File: config.mk
export PLATFORM = sky130hd
export DESIGN_NAME = ps2_host_tx
export DESIGN_NICKNAME = d
export VERILOG_FILES = /design/src/rtl/ps2_host_tx.sv
export SDC_FILE = /design/constraint.sdc
export NUM_CORES = 1
export LEC_CHECK = 0
export ABC_AREA = 1
export BUFFER_PORTS_ARGS = -buffer_cell sky130_fd_sc_hd__buf_4
export CAP_MARGIN = 30
export CELL_PAD_IN_SITES_DETAIL_PLACEMENT = 1
export CELL_PAD_IN_SITES_GLOBAL_PLACEMENT = 2
export CORE_MARGIN = 1.5
export CORE_UTILIZATION = 33
export DETAILED_ROUTE_END_ITERATION = 10
export PLACE_DENSITY_LB_ADDON = 0.05
export SLEW_MARGIN = 20
export SYNTH_ARGS = -nofsm -noshare
export SYNTH_HDL_FRONTEND = slang
export SYNTH_SLANG_ARGS = --single-unit
File: constraint.sdc
create_clock -name clk -period 1.55 [get_ports clk]
set_input_delay 0.0775 -clock clk [delete_from_list [all_inputs] [get_ports clk]]
set_output_delay 0.0775 -clock clk [all_outputs]
set_load 0.03 [all_outputs]
File: src/rtl/ps2_host_tx.sv
// PS/2 host-to-device command transmitter: clock inhibit, request-to-send, 11-bit frame, device ack.
// Optional per-transfer watchdog is compiled in when PS2_TX_TIMEOUT_EN is defined.
module ps2_host_tx #(
  parameter int INHIBIT_CYCLES = 2500,
  parameter int TIMEOUT_CYCLES = 50000
) (
  input  logic       clk,
  input  logic       reset,
  input  logic       ps2_clk,
  input  logic       ps2_dat,
  output logic       ps2_clk_low,
  output logic       ps2_dat_low,
  input  logic [7:0] tx_data,
  input  logic       tx_valid,
  output logic       tx_ready,
  output logic       tx_done,
  output logic       tx_error,
  output logic       busy
);

  localparam int CW = (INHIBIT_CYCLES < 2) ? 1 : $clog2(INHIBIT_CYCLES + 1);

  typedef enum logic [2:0] {
    IDLE,
    INHIBIT,
    RTS,
    DATA,
    PARITY,
    STOP,
    ACK,
    WAIT_IDLE
  } state_t;

  state_t        state, state_n;
  logic          clk_s1, clk_s2, clk_prev;
  logic          dat_s1, dat_s2;
  logic          fall;
  logic [7:0]    byte_q, byte_n;
  logic          par_q, par_n;
  logic [2:0]    idx_q, idx_n, idx_inc;
  logic [CW-1:0] cnt_q, cnt_n;
  logic          clk_low_q, clk_low_n;
  logic          dat_low_q, dat_low_n;
  logic          done_q, done_n;
  logic          err_q, err_n;

`ifdef PS2_TX_TIMEOUT_EN
  localparam int WW = (TIMEOUT_CYCLES < 2) ? 1 : $clog2(TIMEOUT_CYCLES + 1);
  logic [WW-1:0] wd_q, wd_n;
`else
  if (TIMEOUT_CYCLES < 0) begin : g_no_watchdog
  end
`endif

  assign fall    = clk_prev & ~clk_s2;
  assign idx_inc = idx_q + 3'd1;

  always_comb begin
    state_n   = state;
    byte_n    = byte_q;
    par_n     = par_q;
    idx_n     = idx_q;
    cnt_n     = cnt_q;
    clk_low_n = clk_low_q;
    dat_low_n = dat_low_q;
    done_n    = 1'b0;
    err_n     = 1'b0;
    case (state)
      IDLE: begin
        clk_low_n = 1'b0;
        dat_low_n = 1'b0;
        if (tx_valid) begin
          byte_n    = tx_data;
          par_n     = ~^tx_data;
          cnt_n     = CW'(INHIBIT_CYCLES);
          clk_low_n = 1'b1;
          state_n   = INHIBIT;
        end
      end
      INHIBIT: begin
        if (cnt_q <= CW'(1)) begin
          cnt_n     = '0;
          clk_low_n = 1'b0;
          dat_low_n = 1'b1;
          state_n   = RTS;
        end else begin
          cnt_n = cnt_q - CW'(1);
        end
      end
      RTS: begin
        if (fall) begin
          idx_n     = '0;
          dat_low_n = ~byte_q[0];
          state_n   = DATA;
        end
      end
      DATA: begin
        if (fall) begin
          if (idx_q == 3'd7) begin
            dat_low_n = ~par_q;
            state_n   = PARITY;
          end else begin
            idx_n     = idx_inc;
            dat_low_n = ~byte_q[idx_inc];
          end
        end
      end
      PARITY: begin
        if (fall) begin
          dat_low_n = 1'b0;
          state_n   = STOP;
        end
      end
      STOP: begin
        if (fall) begin
          if (!dat_s2) begin
            state_n = ACK;
          end else begin
            err_n   = 1'b1;
            state_n = IDLE;
          end
        end
      end
      // The synced clock is still low right after the ack edge, so this extra cycle never delays tx_done.
      ACK: state_n = WAIT_IDLE;
      WAIT_IDLE: begin
        if (clk_s2 && dat_s2) begin
          done_n  = 1'b1;
          state_n = IDLE;
        end
      end
      default: state_n = IDLE;
    endcase

`ifdef PS2_TX_TIMEOUT_EN
    wd_n = wd_q;
    if (state == INHIBIT && state_n == RTS) begin
      wd_n = WW'(1);
    end else if ((state inside {RTS, DATA, PARITY, STOP, ACK, WAIT_IDLE}) &&
                 !(state == WAIT_IDLE && state_n == IDLE)) begin
      if (wd_q >= WW'(TIMEOUT_CYCLES)) begin
        state_n   = IDLE;
        clk_low_n = 1'b0;
        dat_low_n = 1'b0;
        err_n     = 1'b1;
        wd_n      = '0;
      end else begin
        wd_n = wd_q + WW'(1);
      end
    end else if (state_n == IDLE) begin
      wd_n = '0;
    end
`endif
  end

  always_ff @(posedge clk) begin
    if (!reset) begin
      state     <= IDLE;
      clk_s1    <= 1'b1;
      clk_s2    <= 1'b1;
      clk_prev  <= 1'b1;
      dat_s1    <= 1'b1;
      dat_s2    <= 1'b1;
      byte_q    <= '0;
      par_q     <= 1'b0;
      idx_q     <= '0;
      cnt_q     <= '0;
      clk_low_q <= 1'b0;
      dat_low_q <= 1'b0;
      done_q    <= 1'b0;
      err_q     <= 1'b0;
`ifdef PS2_TX_TIMEOUT_EN
      wd_q      <= '0;
`endif
    end else begin
      state     <= state_n;
      clk_s1    <= ps2_clk;
      clk_s2    <= clk_s1;
      clk_prev  <= clk_s2;
      dat_s1    <= ps2_dat;
      dat_s2    <= dat_s1;
      byte_q    <= byte_n;
      par_q     <= par_n;
      idx_q     <= idx_n;
      cnt_q     <= cnt_n;
      clk_low_q <= clk_low_n;
      dat_low_q <= dat_low_n;
      done_q    <= done_n;
      err_q     <= err_n;
`ifdef PS2_TX_TIMEOUT_EN
      wd_q      <= wd_n;
`endif
    end
  end

  assign ps2_clk_low = clk_low_q;
  assign ps2_dat_low = dat_low_q;
  assign tx_done     = done_q;
  assign tx_error    = err_q;
  assign tx_ready    = (state == IDLE);
  assign busy        = (state != IDLE);

endmodule

# Word-level counts from Yosys, hierarchy flattened
# Index checks and enable logic that the tools add are counted.
dict set report op_classes {
  n_addsub 2
  n_mul 0
  n_div 0
  magnitude_cmp 2
  eq_ne 17
  shift 0
  n_mux 30
  n_bitwise 5
  reduce_logical 15
}
# cell n
set ops {}
lappend ops {{two-way mux 3 bit} 12}
lappend ops {{two-way mux 12 bit} 2}
lappend ops {{case mux 12 bit (2 select lines)} 1}
lappend ops {{case mux 3 bit (8 select lines)} 1}
lappend ops {{!= test 2 bit (second input constant)} 9}
lappend ops {{equality test 3 bit (second input constant)} 5}
lappend ops {{<= comparator 12 x 1 -> 1 bit (second input constant)} 1}
lappend ops {{subtractor 12 x 1 -> 12 bit (second input constant)} 1}
lappend ops {{two-way mux 1 bit} 10}
lappend ops {{AND reduction 2 bit} 4}
lappend ops {{AND reduction 8 bit} 1}
lappend ops {{XNOR reduction 8 bit} 1}
lappend ops {{equality test 3 x 2 -> 1 bit (second input constant)} 2}
lappend ops {{case mux 3 bit (2 select lines)} 1}
lappend ops {{case mux 1 bit (5 select lines)} 1}
lappend ops {{AND reduction 5 bit} 1}
lappend ops {{nonzero test 5 bit} 1}
lappend ops {{less-than comparator 3 x 4 -> 1 bit (second input constant)} 1}
lappend ops {{NOT 1 bit} 4}
lappend ops {{AND reduction 4 bit} 1}
lappend ops {{nonzero test 2 bit} 2}
lappend ops {{adder 3 x 1 -> 3 bit (second input constant)} 1}
lappend ops {{binary-select mux 1 bit (select 3 bit)} 1}
lappend ops {{equality test 3 x 1 -> 1 bit (second input constant)} 1}
lappend ops {{6 further kinds} 6}
dict set report word_totals {
  regBits 36
  latchBits 0
  ram_bits 0
  mem_bits_ro 0
  inputBits 13
  out_inout_bits 6
  word_cells 85
  memories 0
}

# Depth between registers and ports, before layout
# Gate-level depths: netlist (run 1).
dict set report logic_depth {
  depth_word 7
  ltp_mapped 10
  mapped_depth_nobuf 10
}

# Least setup slack after synthesis (run 1)
# Ideal clock, no wire load.
dict set report synth_path {
  kind {register to register}
  startpoint {register cnt_q[0]}
  endpoint {register state[2]}
  setup_time_ns 0.070
  arrival_ns 1.338
  setup_slack_ns 0.142
  path_stages_with_launch 11
  n_path_buf 0
  path_cell_list {dfxtp_1 > inv_1 > ha_1 > nand3_2 > nand2_1 > nand2_2 > nand2_4 > nand2_2 > nor2_2 > nand2_1 > a21oi_1}
}
dict set report synth_between {
  elab_chain_len 3
}
# item line
set synth_lines {}
lappend synth_lines {{start: declaration} 41} ;# logic [CW-1:0] cnt_q, cnt_n;
lappend synth_lines {{start signal: assignment} 185} ;# cnt_q <= cnt_n;
lappend synth_lines {{<= comparator 12 x 1 -> 1 bit} 81} ;# if (cnt_q <= CW'(1)) begin
lappend synth_lines {{!= test 2 bit (no line)} -}
lappend synth_lines {{AND reduction 8 bit (no line)} -}
lappend synth_lines {{end signal: assignment} 176} ;# state <= state_n;
lappend synth_lines {{end: declaration} 34} ;# state_t state, state_n;
# No other way between the ends.
# A chain may end at the register's enable or synchronous reset.

# Worst setup path after layout (run 1)
dict set report layout_path {
  startpoint {register idx_q[1]}
  endpoint {register state[2]}
}
dict set report layout_between {
  elab_chain_len 3
}
# item line
set layout_lines {}
lappend layout_lines {{start: declaration} 40} ;# logic [2:0] idx_q, idx_n, idx_inc;
lappend layout_lines {{start signal: assignment} 184} ;# idx_q <= idx_n;
lappend layout_lines {{equality test 3 bit} 99} ;# if (idx_q == 3'd7) begin
lappend layout_lines {{!= test 2 bit (no line)} -}
lappend layout_lines {{AND reduction 8 bit (no line)} -}
# No other way between the ends.

==> results of run 1 <==
[synthesized netlist by cell type, drive strengths merged, types with 2 or more instances]
master	instances
dfxtp	36
nand3	17
buf	2
xor2	6
clkbuf	3
a21oi	24
ha	4
nand4	4
nor2	31
inv	38
a22oi	2
o21ai	19
nand2	45
or2	4
xnor2	10
[layout by cell type, fill, tap and decap left out, types with 2 or more instances in the layout]
master / n
a21oi_1: 22
a21oi_2: 2
buf_4: 31
clkbuf_1: 2
clkbuf_8: 6
dfxtp_1: 32
dfxtp_2: 4
dlygate4sd3_1: 2
ha_4: 2
inv_1: 29
inv_2: 8
nand2_1: 34
nand2_2: 7
nand2_4: 4
nand3_1: 15
nand4_1: 4
nor2_1: 21
nor2_2: 5
nor2_4: 5
o21ai_0: 14
o21ai_1: 4
or2_2: 4
xnor2_1: 10
xor2_1: 6
[kinds of logic (layout without fill, tap and decap cells)]
kind of cell,Yosys count,after routing,share of synthesized area [%]
simple gates,104,104,28.0
flops,36,36,38.2
xor+xnor,16,16,7.43
buf+inv,43,80,9.35
compound gates,50,50,14.3
fa+ha+maj,4,4,2.65
[power by group]
group          internal [W]  switching [W]  total (W)  leakage, nW
clock              0.000363       0.000323   0.000685       0.0455
sequential          0.00119       0.000203    0.00139        0.298
combinational       0.00116        0.00169    0.00285        0.708
[registers in the layout, indices dropped and copies added (netlist names)]
name,cells
cnt_q,12
byte_q,8
idx_q,3
state,3
clk_prev,1
clk_s1,1
clk_s2,1
dat_s1,1
dat_s2,1
par_q,1
ps2_clk_low,1
ps2_dat_low,1
tx_done,1
tx_error,1
[tightest hold or removal path: stages]
cell and delay, ps:
buf_4 90, o21ai_0 80, a21oi_1 100
[metrics by stage]
stage	setup TNS [ps]	hold slack, ps	total power, W	util, %	cell area (um^2)
finish	0	92.8	0.00492	43.2	2380
global route	-38.8	106	0.00538	43.2	2380
CTS	0	81.5	0.00489	42.3	2330
detailed placement	-161	270	0.00401	39.7	2180
global placement	-184	277	0.00401	39.7	2180
floorplan	0	184	0.00324	-	1890
[layout make-up]
cell class / instances / area [um^2]
Clock buffer: 8 / 90.1
Inverter: 38 / 145
Multi-Input combinational cell: 174 / 1050
Fill cell: 694 / 3130
Timing Repair Buffer: 34 / 273
Tap cell: 72 / 90.1
Sequential cell: 36 / 726
[worst min path at each step]
stage,slack [ps],start,cells past startpoint,to
final,90,tx_data[5],3,byte_q[5]
after global routing,110,tx_data[5],3,byte_q[5]
after CTS,80,tx_data[5],3,byte_q[5]
after detailed placement,270,ps2_clk,2,clk_s1
after global placement,280,ps2_clk,2,clk_s1
after floorplan,180,ps2_clk,1,clk_s1
[routing by layer]
| metal | vias to the layer above | global-route usage (%) | wire, um |
|---|---|---|---|
| met2 | 19 | 28.2 | 2210 |
| met5 | - | 0 | 0 |
| met3 | 9 | 3.26 | 96 |
| met4 | 0 | 7.32 | 112 |
| li1 | 889 | - | - |
| met1 | 777 | 22.9 | 2470 |
[repair_timing]
item                       in CTS  in global routing
setup endpoints to repair       6                 10
setup buffers                   1                  1
pin swaps                       1                  5
cloned                          0                  0
gates resized for setup         6                 19
hold buffers                    2                  0
hold endpoints to repair        2                  0
==> summary.txt, run 1 <==
Run status
  • Result of the run: complete, no violations

Detailed routing
  • Avg WL per Cell: 13.5 um
  • Iter 0 DRT Violations: 39
  • Total wire length: 4890 um
  • Drt drc: 0
  • Via count: 1694
  • Final ANT Viol Nets: 0
  • TritonRoute pass-1 iters: 4
  • DR vias/cell: 4.68

Cells and area
  • Area grow syn2layout: 26.1%
  • Final instance count without filler cells: ~360
  • Antenna Diode Count: 0
  • Layout cells sized above 1: 29.3%
  • Fin nets: about 300

CTS
  • Clock sink count: 36
  • Clock Pin Slew Worst Setup and Hold Paths: 70 ps
  • Worst skew pair latency: 280 ps
  • Max Buffers Root-to-Sink: 2
  • TritonCTS Buffers: 5
  • H-tree levels: 2
  • CTS tree: done
  • CTS Root Cell: clkbuf_8

Floorplanning
  • Row cnt: 27
  • Die Ht: 78.6 um
  • Die width: 78.6 um
  • Die ar.: between 6000 and 7000 um^2
  • Initial core utilization: 34.3%
  • Core ar.: 5510 um^2
  • I/O pins: 19

Timing
  • Worst-case clock skew: 4.44 ps
  • Pins Over Slew Limit: 0
  • Crit path time final: 1480 ps
  • Fmax: just under 700 MHz
  • PnR worst setup slack: 66.1 ps
  • Setup Viol. Count Final: 0
  • Period utilization: about 96%
  • Final Hold Fails: 0
  • Measured slew at the worst slew-check pin: about 730 ps
  • Max-slew headroom: 51.0%
  • Unrepaired setup endpoints after global routing: yes

Yosys
  • Top-area cell type share of the netlist area: 38.2%
  • Syn Inst Count: about 250
  • Synth area leader: dfxtp_1
  • Syn Nets: 270
  • EDFF count, synth: 0
  • Syn Area/Cell: 7.46 um^2
  • Library cells used by synthesis: 33
  • Sequential share of the synthesized area: 38.2%
  • Post-synth top flop: dfxtp_1
  • Synthesis Warnings: 0
  • Largest cells by area after synthesis: dfxtp_1 (38%), nand2_1 (7.2%), inv_1 (6.8%)
  • Post-synthesis register bit count: 36
  • Cell area after synthesis: approximately 1900 um^2
  • Share of synthesized registers carrying an async set or reset: 0%

Setup path
  • Worst reg2reg startpoint: idx_q[1]
  • Worst path depth: 10
  • Most frequent CP cell: nand2_2
  • WP buf/inv: 1
  • Crit path cell chain: ha_4 > ha_2 > inv_2 > nand2_2 > nand2_2 > o21ai_2 > nand3_2 > nor2_4 > nand2_2 > a21oi_2
  • Critical path destination: state[2]
  • Crit path max fanout: 4
  • CP top delay family: simple AND/OR/NAND/NOR gates
  • Crit path launch type: register
  • CP Data Arrival Time: 1690 ps
  • R2R Setup Slk: between 60 and 70 ps
  • WP data required: roughly 1800 ps
  • Crit path largest cell delay: 350 ps
  • Crit Reg-Reg Endpoint: state[2]
  • CP max-delay cell: dfxtp_2
  • Endpoint type of the worst setup path: register
  • Worst Setup SP: idx_q[1]
  • Worst r2r path cells: 10
  • WS Path Type: register to register

Global routing
  • Vias in the first global route: 1777
  • Total GRT Usage: 17.5%
  • Grt ovf: 0
  • First-pass GRT wire length: 8390 um
  • Largest net degree at the start of global routing: 19
  • Initial antenna violation count: 0

Power
  • Leakage power: 1.05 nW
  • VDD IR-drop max: 964 uV
  • P per Cell Area: 2070 nW/um^2

Placement
  • Worst slack, placed: -75.2 ps
  • Port Buffers: 18
  • Post-DP HPWL: ~3700 um
  • Placed instance count: 350
  • GP Congestion: 0.811

Hold path
  • HP Class: input pin to register

Flow run
  • Max cap viols: 0
(Power assumes the default switching activity.)
==> inputs of run 2 (changes only) <==
--- a/config.mk
+++ b/config.mk
@@ -5,13 +5,12 @@
 export SDC_FILE = /design/constraint.sdc
 export NUM_CORES = 1
 export LEC_CHECK = 0
-export ABC_AREA = 1
 export BUFFER_PORTS_ARGS = -buffer_cell sky130_fd_sc_hd__buf_4
 export CAP_MARGIN = 30
 export CELL_PAD_IN_SITES_DETAIL_PLACEMENT = 1
 export CELL_PAD_IN_SITES_GLOBAL_PLACEMENT = 2
 export CORE_MARGIN = 1.5
-export CORE_UTILIZATION = 33
+export CORE_UTILIZATION = 34
 export DETAILED_ROUTE_END_ITERATION = 10
 export PLACE_DENSITY_LB_ADDON = 0.05
 export SLEW_MARGIN = 20
==> run 2 against run 1 <==
- the run now ends with setup timing left
- core utilization rose by 9.3 points
- maximum frequency decreased by 18%
- flip-flop and latch count unchanged
- cell area is 13% higher
- combinational power down 20%
- sequential share of layout area fell by 3.4 points
- first-iteration DRC count up 26%
- routed wire length grew 20%
- clock power is 2% higher
- final cell count down 2.2%
- non-clock buffer count grew 33
- setup slack lost 330 ps
- largest power group unchanged
==> summary.txt, run 2 <==
Global routing
  • Initial antenna violation count: 0 (unchanged)
  • First-pass GRT wire length: 9750 um (+16%)
  • Largest net degree at the start of global routing: 23 (+4)
  • Total GRT Usage: 21.2% (+3.7 points)
  • Grt ovf: 0 (unchanged)
  • Vias in the first global route: 1965 (+11%)

Floorplanning
  • Initial core utilization: 35.4% (+1.2 points)
  • Core ar.: 5140 um^2 (-6.7%)
  • I/O pins: 19 (unchanged)
  • Die Ht: 76.2 um (-3.1%)
  • Row cnt: 26 (-3.7%)
  • Die width: 76.2 um (-3.1%)
  • Die ar.: 5810 um^2 (-6.0%)

CTS
  • Max Buffers Root-to-Sink: 2 (unchanged)
  • CTS tree: done
  • Clock sink count: 36 (unchanged)
  • CTS Root Cell: clkbuf_8
  • H-tree levels: 2 (unchanged)
  • Clock Pin Slew Worst Setup and Hold Paths: 70 ps (about the same)
  • Worst skew pair latency: 290 ps (about the same)
  • TritonCTS Buffers: 5 (unchanged)

Cells and area
  • FILL cells: 616 (-11%)
  • Reg with most FFs: cnt_q
  • Final instance count without filler cells: 354 (-2.2%)
  • Final Cell Area: 2700 um^2 (+13%)
  • Largest regs: cnt_q: 12 flops, byte_q: 8 flops
  • Antenna Diode Count: 0 (unchanged)
  • Fin nets: 300 (-2.0%)
  • Commonest non-fill, non-tap cell in the layout: buf_4
  • Area grow syn2layout: 48.0%
  • Max reg flops: 12 (unchanged)
  • Layout cells sized above 1: 41.2% (+12 points)
  • Most frequent cells in the layout: buf_4 (58), nand2_1 (33), dfxtp_1 (30)

Yosys
  • Cell area after synthesis: 1820 um^2 (-3.4%)
  • Sequential share of the synthesized area: 39.6% (+1.4 points)
  • Share of synthesized registers carrying an async set or reset: 0% (unchanged)
  • Post-synthesis register bit count: 36 (unchanged)
  • Synthesis Warnings: 0 (unchanged)
  • Commonest cells in the synthesized netlist: dfxtp_1 (36), nand2_1 (34), a21oi_1 (19)
  • Syn Area/Cell: 8.21 um^2 (+10%)
  • EDFF count, synth: 0 (unchanged)
  • Top-area cell type share of the netlist area: 39.6% (+1.4 points)
  • Synth area leader: dfxtp_1
  • Post-synth top flop: dfxtp_1
  • Syn Nets: 239 (-11%)
  • Syn Inst Count: 222 (-12%)
  • Top-count cell post-synth: dfxtp_1
  • Library cells used by synthesis: 44 (+33%)
  • Largest cells by area after synthesis: dfxtp_1 (40%), nand2_1 (7.0%), a21oi_1 (5.2%)

Power
  • Switching Fraction: 39.2% (-5.8 points)
  • Leakage power: 1.05 nW (-0.61%)
  • P_sw: 0.00163 W (-27%)
  • Clock share of power: 16.8% (+2.9 points)
  • Reg power frac: 28.6% (+0.4 points)
  • Power Internal: 0.00253 W (-6.7%)
  • Power share of the combinational group: 54.7% (-3.2 points)
  • VDD IR-drop max: 529 uV (-45%)
  • P per Cell Area: 1540 nW/um^2 (-26%)

Timing
  • Period utilization: 117% (+21 points)
  • Unrepaired setup endpoints after global routing: yes
  • PnR worst setup slack: -263 ps (-329 ps)
  • Max-slew headroom: 55.9% (+4.9 points)
  • Min Hold Slack: 47.7 ps (-45.1 ps)
  • Pins Over Slew Limit: 0 (unchanged)
  • Fmax: 552 MHz (-18%)
  • Setup_tns: -2900 ps (-2900 ps)
  • Setup Viol. Count Final: 16 (+16)
  • Worst-case clock skew: 5.32 ps (+0.882 ps)
  • Measured slew at the worst slew-check pin: 661 ps (-73.0 ps)
  • Final Hold Fails: 0 (unchanged)
  • Crit path time final: 1810 ps (+329 ps)

Placement
  • Placed instance count: 334 (-4.6%)
  • GP Congestion: 0.805 (-0.69%)
  • Port Buffers: 18 (unchanged)
  • Placed cell areas: 2330 um^2 (+6.8%)
  • Post-DP HPWL: 3740 um (+0.66%)
  • Worst slack, placed: -345 ps (-270 ps)

Hold path
  • HP Class: input pin to register
  • Worst hold start: tx_data[7]

Detailed routing
  • Total wire length: 5860 um (+20%)
  • Avg WL per Cell: 16.6 um (+23%)
  • Final ANT Viol Nets: 0 (unchanged)
  • Drt drc: 0 (unchanged)
  • DR vias/cell: 5.20 (+11%)
  • TritonRoute pass-1 iters: 4 (unchanged)
  • Iter 0 DRT Violations: 49 (+26%)
  • Via count: 1840 (+8.6%)

Flow run
  • Max cap viols: 0 (unchanged)

Setup path
  • Worst reg2reg startpoint: cnt_q[5]
  • CP Data Arrival Time: 2020 ps (+330 ps)
  • Crit path launch type: register
  • Crit path max fanout: 5 (+1)
  • Worst Setup SP: cnt_q[5]
  • WS Path Type: register to register
  • Endpoint type of the worst setup path: register
  • WP data required: 1760 ps (about the same)
  • R2R Setup Slk: -260 ps (-330 ps)

Run status
  • Failing checks: setup timing
  • Result of the run: complete, but fails checks
-- run 2: changes by cell type after synthesis, sizes merged, moves of 8 or more --
cell / delta
a21boi: +9
clkbuf: +8
inv: -32
nand2: -11
nand2b: +9
nand3: -12
nor2: -17
nor3: +9
o21ai: -12
-- run 2: cell families (layout without fill, tap and decap cells) --
kind of cell	Yosys count	in the layout	synth area share, %
and+or+nand+nor	96	96	26.9
AOI/OAI and AO/OA	55	55	20.1
adders and majority gates	4	4	2.75
muxes	4	4	2.88
buffers and inverters	19	81	3.98
DFF	36	36	39.6
xor gates and xnor gates	8	8	3.85
-- run 2: final timing paths --
path | endpoint | cells after the start
setup reg to reg | cnt_q[6] | 6
setup / recovery | cnt_q[6] | 6
hold / removal | byte_q[7] | 3
hold reg to reg | dat_s2 | 1
-- run 2: what timing repair did --
action | CTS | global route
hold buffers | 2 | 0
buffers inserted | 10 | 0
hold endpoints to repair | 2 | 0
gates resized for setup | 31 | 16
setup endpoints to repair | 30 | 26
pin swaps | 9 | 7
cloned | 0 | 0
-- run 2: per-layer routing --
metal	global-route usage (%)	share of wire (%)	vias up
li1	-	-	907
met1	24.4	41	908
met2	39.8	56	18
met3	3.59	1.8	7
met4	6.48	1.2	0
met5	0	0	-
-- run 2: critical path: stages (launching register included) --
cell and delay, ps:
dfxtp_2 320, or4_4 560, buf_4 190, nor2_4 110
nand2_2 80, or3_1 300, a31oi_1 160
-- run 2: per-stage QoR --
stage | utilization [%] | total power (W)
finish | 52.5 | 0.00415
floorplan | - | 0.00231
global placement | 45.4 | 0.00294
CTS | 51.3 | 0.00404
detailed placement | 45.4 | 0.00301
global route | 52.5 | 0.00442
-- run 2: cell type report --
cell class              count  area, um^2  area share [%]
multi-input cells         167        1210            45.1
well taps                  70        87.6            3.25
clock buffers               8        90.1            3.34
repair buffers             67         543            20.1
flip-flops and latches     36         731            27.1
inverters                   6        30.0            1.11
-- run 2: power by group through the flow --
| stage | Clock [W] | Sequential [W] | Combinational (W) |
|---|---|---|---|
| after CTS | 0.000711 | 0.00118 | 0.00215 |
| after global routing | 0.000756 | 0.00120 | 0.00247 |
| after detailed placement | 0 | 0.00119 | 0.00182 |
| final | 0.000696 | 0.00119 | 0.00227 |
| after floorplan | 0 | 0.00121 | 0.00110 |
| after global placement | 0 | 0.00118 | 0.00176 |
==> inputs of run 3 (changes only) <==
--- a/config.mk
+++ b/config.mk
@@ -13,6 +13,7 @@
 export CORE_UTILIZATION = 34
 export DETAILED_ROUTE_END_ITERATION = 10
 export PLACE_DENSITY_LB_ADDON = 0.05
+export REMOVE_ABC_BUFFERS = 1
 export SLEW_MARGIN = 20
 export SYNTH_ARGS = -nofsm -noshare
 export SYNTH_HDL_FRONTEND = slang
==> run 3 against run 2 <==
- the run still ends with setup timing left
- hold slack improved by 7.7 ps
- maximum frequency shrank 1.8%
- critical path depth unchanged
==> summary.txt, run 3 (same netlist as run 2, synthesis figures left out) <==
Power
  • Leakage power: 1.12 nW (+7.5%)
  • VDD IR-drop max: 882 uV (+67%)
  • P per Cell Area: 1640 nW/um^2 (+6.6%)

CTS
  • CTS Root Cell: clkbuf_8
  • H-tree levels: 2 (unchanged)
  • Worst skew pair latency: 290 ps (about the same)
  • Clock Pin Slew Worst Setup and Hold Paths: 80 ps (about the same)
  • Clock sink count: 36 (unchanged)
  • TritonCTS Buffers: 5 (unchanged)
  • Max Buffers Root-to-Sink: 2 (unchanged)
  • CTS tree: done

Run status
  • Result of the run: complete, but fails checks
  • Failing checks: setup timing

Global routing
  • Total GRT Usage: 20.7% (-0.57 points)
  • Initial antenna violation count: 0 (unchanged)
  • Largest net degree at the start of global routing: 23 (unchanged)
  • Grt ovf: 0 (unchanged)
  • Vias in the first global route: 1987 (+1.1%)
  • First-pass GRT wire length: 9600 um (-1.6%)

Cells and area
  • Area grow syn2layout: 53.4%
  • Sequential cell area: 727 um^2 (-0.51%)
  • Antenna Diode Count: 0 (unchanged)
  • FILL cells: 630 (+2.3%)
  • Largest regs: cnt_q: 12 flops, byte_q: 8 flops
  • Layout cells sized above 1: 44.9% (+3.7 points)
  • Reg with most FFs: cnt_q
  • Max reg flops: 12 (unchanged)
  • Most frequent cells in the layout: buf_4 (65), dfxtp_1 (31), nand2_1 (30)
  • Post-layout util: 54.4% (+1.9 points)
  • Multi-input gate area: 1190 um^2 (-1.6%)
  • Fin nets: 310 (+3.3%)
  • Commonest non-fill, non-tap cell in the layout: buf_4

Setup path
  • Crit path launch type: register
  • Crit path max fanout: 4 (-1)
  • WP data required: 1720 ps (-40 ps)
  • Worst r2r path cells: 6 (unchanged)
  • CP Data Arrival Time: 2010 ps (about the same)
  • WS Path Type: register to register
  • Crit path cell chain: or4_4 > nor4_4 > nor2_2 > buf_4 > o211ai_1 > o41ai_2
  • WP buf/inv: 1 (unchanged)
  • CP top delay family: simple AND/OR/NAND/NOR gates
  • Endpoint type of the worst setup path: register
  • Crit path largest cell delay: 570 ps (about the same)
  • CP max-delay cell: or4_4
  • Worst path depth: 6 (unchanged)

Placement
  • Post-DP HPWL: 4020 um (+7.4%)
  • Port Buffers: 18 (unchanged)
  • GP Congestion: 0.796 (-1.1%)
  • Worst slack, placed: -421 ps (-75.6 ps)

Timing
  • Unrepaired setup endpoints after global routing: yes
  • Fmax: 542 MHz (-1.8%)
  • Period utilization: 119% (+2.1 points)
  • Final Hold Fails: 0 (unchanged)
  • Setup_tns: -2630 ps (+277 ps)
  • Worst-case clock skew: 11.5 ps (+6.15 ps)
  • Pins Over Slew Limit: 0 (unchanged)
  • PnR worst setup slack: -296 ps (-32.8 ps)
  • Measured slew at the worst slew-check pin: 588 ps (-73.1 ps)
  • Crit path time final: 1850 ps (+32.8 ps)
  • Max-slew headroom: 60.7% (+4.9 points)
  • Setup Viol. Count Final: 17 (+1)

Floorplanning
  • I/O pins: 19 (unchanged)
  • Die Ht: 76.2 um (unchanged)
  • Initial core utilization: 35.4% (unchanged)
  • Die ar.: 5810 um^2 (unchanged)
  • Row cnt: 26 (unchanged)
  • Die width: 76.2 um (unchanged)
  • Core ar.: 5140 um^2 (unchanged)

Hold path
  • HP Class: input pin to register
  • Hold path cells: 3 (unchanged)

Detailed routing
  • Via count: 1887 (+2.6%)
  • TritonRoute pass-1 iters: 4 (unchanged)
  • Avg WL per Cell: 16.3 um (-1.8%)
  • Total wire length: 5920 um (+0.96%)
  • Final ANT Viol Nets: 0 (unchanged)
  • Drt drc: 0 (unchanged)
  • DR vias/cell: 5.18 (-0.26%)
  • Iter 0 DRT Violations: 69 (+41%)

Flow run
  • Max cap viols: 0 (unchanged)
run 3: cell types whose count changed in the layout (fill, tap and decap cells not counted), moves of 3 or more:
| cell | before | now |
|---|---|---|
| buf_4 | 58 | 65 |
| nand2_2 | 1 | 4 |
| nand2_1 | 33 | 30 |
| inv_2 | 0 | 3 |
run 3: per-layer routing:
layer	wire length (um)	GRT usage [%]	vias up
met1	2610	25.4	916
met3	164	3.83	12
met5	0	0	-
li1	-	-	930
met4	85	6.48	0
met2	3060	36.4	29
run 3: what timing repair did:
action | CTS | global route
pin swaps | 16 | 16
gates resized for setup | 47 | 22
setup endpoints to repair | 31 | 29
buffers inserted | 11 | 2
endpoints found under the hold margin | 2 | 0
hold buffers | 2 | 0
run 3: metrics by stage:
step           hold WS (ps)  cells  cell area (um^2)  power (W)
5_1_grt                56.2    364              2790    0.00486
6_report               55.3    364              2790    0.00459
4_1_cts                48.6    362              2710    0.00446
3_3_place_gp            261    342              2340    0.00300
2_1_floorplan           151    209              1770    0.00212
3_5_place_dp            277    342              2340    0.00309
run 3: worst reg2reg max path, cell delays in order (launching register included):
cell and delay, ps:
dfxtp_1 320, or4_4 570, nor4_4 270, nor2_2 100, buf_4 150, o211ai_1 210, o41ai_2 110
run 3: final timing paths:
| path | startpoint | end | slack (ps) |
|---|---|---|---|
| max reg2reg | cnt_q[8] | ps2_dat_low | -300 |
| max | cnt_q[8] | ps2_dat_low | -300 |
| min | tx_data[6] | byte_q[6] | 60 |
| min reg2reg | clk_s1 | clk_s2 | 430 |
run 3: report_power, final:
group / leakage (nW) / switching (W) / internal, W
Combinational: 0.762 / 0.00123 / 0.00124
Clock: 0.0645 / 0.000358 / 0.000568
Sequential: 0.297 / 0.000108 / 0.00108
Total: 1.12 / 0.00170 / 0.00289
run 3: final cells by class:
| type | instances | area share, % |
|---|---|---|
| multi-input combinational | 167 | 42.8 |
| clock inverter | 1 | 1.07 |
| sequential | 36 | 26.0 |
| clock buffer | 7 | 3.45 |
| timing repair buffer | 77 | 22.7 |
| inverter | 6 | 0.896 |
| tap | 70 | 3.13 |
